**src/rtl/reg_file_mp.sv**
```systemverilog
// reg_file_mp: parametrised multi-port register file for the datapath.
// Decode reads it and writeback writes it.
//
// Ports:
//   clk          clock; all state updates happen on the rising edge
//   rst          synchronous active-high reset; clears storage, registered
//                read data, rd_valid and wr_collision
//   rd_en        per-port read request            [NUM_RD]
//   rd_addr      packed read addresses            [NUM_RD*WIDTH_ADDR]
//   rd_data      packed read data                 [NUM_RD*WIDTH_DATA]
//   rd_valid     per-port read data valid         [NUM_RD]
//   wr_en        per-port write enable            [NUM_WR]
//   wr_addr      packed write addresses           [NUM_WR*WIDTH_ADDR]
//   wr_data      packed write data                [NUM_WR*WIDTH_DATA]
//   wr_collision registered pulse; two or more kept writes hit one address
//                in the previous cycle
//
// Read handshake: there is no back-pressure. A read port issues rd_en, and
// rd_valid marks the cycle in which rd_data holds the answer. That cycle is
// the same cycle when RD_REG=0 and the next cycle when RD_REG=1. Write ports
// are fire-and-forget; wr_en commits the write on the next rising edge.
module reg_file_mp #(
  parameter int WIDTH_ADDR = 5,
  parameter int WIDTH_DATA = 32,
  parameter int NUM_RD     = 2,
  parameter int NUM_WR     = 1,
  parameter int ZERO_REG   = 1,
  parameter int BYPASS     = 1,
  parameter int RD_REG     = 0
) (
  input  logic                         clk,
  input  logic                         rst,
  input  logic [NUM_RD-1:0]            rd_en,
  input  logic [NUM_RD*WIDTH_ADDR-1:0] rd_addr,
  output logic [NUM_RD*WIDTH_DATA-1:0] rd_data,
  output logic [NUM_RD-1:0]            rd_valid,
  input  logic [NUM_WR-1:0]            wr_en,
  input  logic [NUM_WR*WIDTH_ADDR-1:0] wr_addr,
  input  logic [NUM_WR*WIDTH_DATA-1:0] wr_data,
  output logic                         wr_collision
);

  localparam int DEPTH = 2 ** WIDTH_ADDR;

  logic [WIDTH_DATA-1:0] mem [DEPTH];
  logic [NUM_WR-1:0]     wr_keep;
  logic                  coll_next;
  logic [WIDTH_DATA-1:0] rd_eff [NUM_RD];

  // A write survives unless it targets the hardwired zero entry.
  always_comb begin
    wr_keep = '0;
    for (int j = 0; j < NUM_WR; j++) begin
      wr_keep[j] = wr_en[j] &&
                   !((ZERO_REG != 0) && (wr_addr[j*WIDTH_ADDR +: WIDTH_ADDR] == '0));
    end
  end

  // Storage. Ports are applied in ascending order, so when several ports hit
  // the same entry the last assignment (highest index) wins.
  always_ff @(posedge clk) begin
    if (rst) begin
      for (int e = 0; e < DEPTH; e++) begin
        mem[e] <= '0;
      end
    end else begin
      for (int j = 0; j < NUM_WR; j++) begin
        if (wr_keep[j]) begin
          mem[wr_addr[j*WIDTH_ADDR +: WIDTH_ADDR]] <= wr_data[j*WIDTH_DATA +: WIDTH_DATA];
        end
      end
    end
  end

  // Collision: any pair of kept writes sharing an address. Dropped zero-entry
  // writes are already excluded by wr_keep.
  always_comb begin
    coll_next = 1'b0;
    for (int j = 0; j < NUM_WR; j++) begin
      for (int k = j + 1; k < NUM_WR; k++) begin
        if (wr_keep[j] && wr_keep[k] &&
            (wr_addr[j*WIDTH_ADDR +: WIDTH_ADDR] == wr_addr[k*WIDTH_ADDR +: WIDTH_ADDR])) begin
          coll_next = 1'b1;
        end
      end
    end
  end

  always_ff @(posedge clk) begin
    if (rst) begin
      wr_collision <= 1'b0;
    end else begin
      wr_collision <= coll_next;
    end
  end

  // Effective read value. Bypass uses the same ascending scan as the write,
  // so the forwarded data matches what the entry will hold after the edge.
  // During reset the pending writes are discarded, so nothing is forwarded.
  always_comb begin
    for (int i = 0; i < NUM_RD; i++) begin
      rd_eff[i] = mem[rd_addr[i*WIDTH_ADDR +: WIDTH_ADDR]];
      if ((BYPASS != 0) && !rst) begin
        for (int j = 0; j < NUM_WR; j++) begin
          if (wr_keep[j] &&
              (wr_addr[j*WIDTH_ADDR +: WIDTH_ADDR] == rd_addr[i*WIDTH_ADDR +: WIDTH_ADDR])) begin
            rd_eff[i] = wr_data[j*WIDTH_DATA +: WIDTH_DATA];
          end
        end
      end
      if ((ZERO_REG != 0) && (rd_addr[i*WIDTH_ADDR +: WIDTH_ADDR] == '0)) begin
        rd_eff[i] = '0;
      end
    end
  end

  generate
    if (RD_REG != 0) begin : g_rd_reg
      // Registered read. rd_data holds its value on ports that are not
      // reading, so a consumer may sample it late.
      always_ff @(posedge clk) begin
        if (rst) begin
          rd_data  <= '0;
          rd_valid <= '0;
        end else begin
          rd_valid <= rd_en;
          for (int i = 0; i < NUM_RD; i++) begin
            if (rd_en[i]) begin
              rd_data[i*WIDTH_DATA +: WIDTH_DATA] <= rd_eff[i];
            end
          end
        end
      end
    end else begin : g_rd_comb
      for (genvar i = 0; i < NUM_RD; i++) begin : g_port
        assign rd_data[i*WIDTH_DATA +: WIDTH_DATA] = rd_eff[i];
      end
      assign rd_valid = rd_en & {NUM_RD{~rst}};
    end
  endgenerate

endmodule

```
**config.mk**
```make
export PLATFORM = sky130hd
export DESIGN_NAME = reg_file_mp
export DESIGN_NICKNAME = d
export VERILOG_FILES = /design/src/rtl/reg_file_mp.sv
export SDC_FILE = /design/constraint.sdc
export NUM_CORES = 2
export LEC_CHECK = 0
export ABC_CLOCK_PERIOD_IN_PS = 2200
export BUFFER_PORTS_ARGS = -buffer_cell sky130_fd_sc_hd__clkbuf_2
export CORE_MARGIN = 2
export CORE_UTILIZATION = 55
export CTS_CLUSTER_DIAMETER = 200
export DETAILED_ROUTE_END_ITERATION = 6
export HOLD_SLACK_MARGIN = 0.12
export PLACE_DENSITY = 0.74
export SLEW_MARGIN = 40
export SYNTH_ARGS = -nofsm -noshare
export SYNTH_HDL_FRONTEND = slang
export SYNTH_SLANG_ARGS = --single-unit
export TNS_END_PERCENT = 5
```
**constraint.sdc**
```tcl
create_clock -name clk -period 2.2 [get_ports clk]
set_input_delay 0.33 -clock clk [delete_from_list [all_inputs] [get_ports clk]]
set_output_delay 0.33 -clock clk [all_outputs]
set_load 0.02 [all_outputs]
```
==> metrics.md <==
| Metric | Value |
|---|---|
| Synth cell types | `43` |
| Total area of sequential cells | `30,750 um2` |
| Sequential-to-total area share from yosys stat | `55.37%` |
| Final hold slack | `0.1838 ns` |
| Total routing usage reported by global routing | `36.47%` |
| Number of routed nets with antenna violations | `0` |
| Vias in the first global route | `39,830` |
| Clk pin slew, worst setup/hold paths | `0.05 ns` |
| Multi-input logic area | `24,400 um2` |
| Total clock buffers created by CTS | `109` |
| Top flop regs | `mem x1024` |
| Yosys warnings | `0` |
| Worst Path Max Fanout | `17` |
| Critical Path Start Type | `input pin` |
| Worst path cell trace | `clkbuf_2 > or3_4 > o311ai_4 > o21ai_4 > buf_12 > buf_4 > a211oi_1 > buf_4 > a221o_1 > clkbuf_2` |
| Final instance area | `67,450 um2` |
| Synth Register Bits | `1,024` |
| Largest net degree at the start of global routing | `62` |
| Worst slew margin | `52.85%` |
| CTS tree | `done` |
| Placed cells | `5,546` |
| Worst hold path class | `input pin to register` |
| Crit. End Element | `output port` |
| Die footprint | `103,500 um2` |
| Clk buf depth | `3` |
| Minimum clock period | `2.939 ns` |
| Cell row count | `116` |
| Top Ports | `119` |
| Post-detailed-route DRC marker count | `0` |
| Required time of the critical path | `1.87 ns` |
| # port buffers | `117` |
| Buf+Inv Stages, Crit Path | `5` |
| Vias post-DR | `39,540` |
| Peak VDD IR | `736.1 uV` |
| Worst slack, placed | `-0.9469 ns` |
| Least-Margin Pin Slew | `0.7072 ns` |
| Initial Utilization | `55.46%` |
| Status | `complete, but fails checks` |
| Clock sink count | `1,024` |
| CTS root buf | `clkbuf_16` |
| 1st-pass router iterations | `5` |
| Fin crit share | `133.6%` |
| RSZ-0062 raised after global routing | `true` |
| Placer Congestion | `0.9711` |
| Area growth from synthesis to layout | `21.44%` |
| WL/cell | `32.73 um` |
| DIE WIDTH | `321.8 um` |
| Initial antenna violation count | `8` |
| Area after DPL | `62,550 um2` |
| Top reg by flops | `mem` |
| Max reg flops | `1,024` |
| Share of layout cells above drive strength 1 | `32.07%` |
| Syn Area/Cell | `14.05 um2` |
| Hold Vio Cnt, Final | `0` |
| Critical path arrival | `2.61 ns` |
| Post-synth top flop | `edfxtp_1` |
| Commonest non-fill, non-tap cell in the layout | `edfxtp_1` |
| Worst stage delay on the critical path | `0.47 ns` |
| Crit-path leading delay family | `compound AO/OA/AOI/OAI gates` |
| Failing checks | `setup timing` |
| Post-layout util | `67.35%` |
| Crit-path slowest cell | `or3_4` |
| Vias per cell | `6.878` |
| Fmax achieved | `0.3402 GHz` |
| Initial DRC count | `5,595` |
| Most frequent cells in the layout | `1,024 x edfxtp_1, 993 x and2_1, 419 x buf_4, 357 x mux2i_1, 333 x mux4_2` |
| Post-Syn Area | `55,540 um2` |
| Final setup margin | `-0.7393 ns` |
| Post-synth ARST share | `0%` |
| # nets final | `4,409` |
| Global-route wire length before repair | `270,900 um` |
| Power per cell area | `725.5 nW/um2` |
| Area of the core | `100,100 um2` |
| # H-tree levels | `3` |
| Post-synth EDFFs | `1,024` |
| Grt total ovfl | `0` |
| Fin cells | `5,749` |
| Filler Cells Inserted | `6,717` |
| Die outline height | `321.8 um` |
| Final setup viols | `64` |
| Static leakage | `25.00 nW` |
| Final wirelength | `188,100 um` |
| Syn Inst Count | `3,954` |
| Max-slew violations | `0` |
| WS Path Type | `input pin to output port` |
| Max-Cap Viols | `0` |
| HPWL after detailed placement | `124,700 um` |
-- synthesized netlist by cell type (2+ instances only) --
master | n | area share [%]
a211o_1 | 33 | 0.52
a211oi_1 | 63 | 0.85
a21oi_1 | 39 | 0.35
a221o_1 | 36 | 0.65
a221oi_1 | 58 | 0.91
a22oi_1 | 215 | 2.9
a31oi_1 | 31 | 0.35
and2_1 | 995 | 11
buf_1 | 10 | 0.068
buf_2 | 45 | 0.41
buf_4 | 51 | 0.69
buf_6 | 13 | 0.26
clkbuf_1 | 312 | 2.1
edfxtp_1 | 1024 | 55
mux2i_1 | 359 | 6.5
mux4_2 | 333 | 14
nand2_1 | 62 | 0.42
nand2b_1 | 37 | 0.42
nand3_1 | 27 | 0.24
nand3b_1 | 5 | 0.068
nand4_1 | 2 | 0.023
nor2_1 | 41 | 0.28
nor2b_1 | 12 | 0.14
nor3_1 | 31 | 0.28
nor3b_1 | 28 | 0.38
o211ai_1 | 6 | 0.081
o21ai_0 | 8 | 0.072
o21ai_1 | 23 | 0.21
or2_2 | 31 | 0.35
or3b_2 | 2 | 0.032
xnor2_1 | 10 | 0.16
-- power breakdown --
group          total, W  leakage (nW)  switching (W)  internal [W]
Combinational   0.00770          13.6        0.00427       0.00344
Sequential       0.0231          9.75       0.000560        0.0225
Clock            0.0181          1.69        0.00775        0.0104
-- worst paths after layout --
path	start	cells after the start	endpoint	slack (ns)
max	wr_addr[3]	10	rd_data[39]	-0.74
min	wr_data[29]	2	mem[5][29]$_SDFFCE_PN0P_	0.18
-- per-stage QoR --
stage	TNS, ns	power [W]
2_1_floorplan	-1.765	0.02718
3_3_place_gp	-211.93	0.03030
3_5_place_dp	-207.26	0.03047
4_1_cts	-42.20	0.04861
5_1_grt	-44.73	0.04999
6_report	-41.62	0.04893
-- cell families after synthesis --
kind of cell	Yosys count	share of synthesized area [%]
muxes	692	19.97
buffers and inverters	432	3.548
and+or+nand+nor	1277	13.90
DFF	1024	55.37
AOI/OAI and AO/OA	518	7.054
xor gates and xnor gates	10	0.1577
other	1	0.006752
-- metal layers --
metal / routed length, um / track usage, % / vias up
li1: - / - / 15960
met1: 65880 / 47.97 / 19710
met2: 84270 / 55.54 / 3208
met3: 26220 / 9.884 / 657
met4: 11710 / 19.55 / 10
met5: 66 / 0 / -
-- cell type report --
| class | instances | area share [%] |
|---|---|---|
| Clock buffer | 133 | 4.241 |
| Multi-Input combinational cell | 2530 | 36.17 |
| Timing Repair Buffer | 692 | 10.67 |
| Tap cell | 1298 | 2.408 |
| Clock inverter | 71 | 0.9108 |
| Sequential cell | 1024 | 45.59 |
| Antenna cell | 1 | 0.003710 |
-- repair_timing --
item / CTS / global route
pin swaps: 76 / 26
hold buffers: 5 / 0
gates resized for setup: 190 / 90
endpoints found under the hold margin: 18 / 0
buffers inserted: 7 / 0
setup endpoints to repair: 64 / 64
Power figures use the tool's default switching activity.
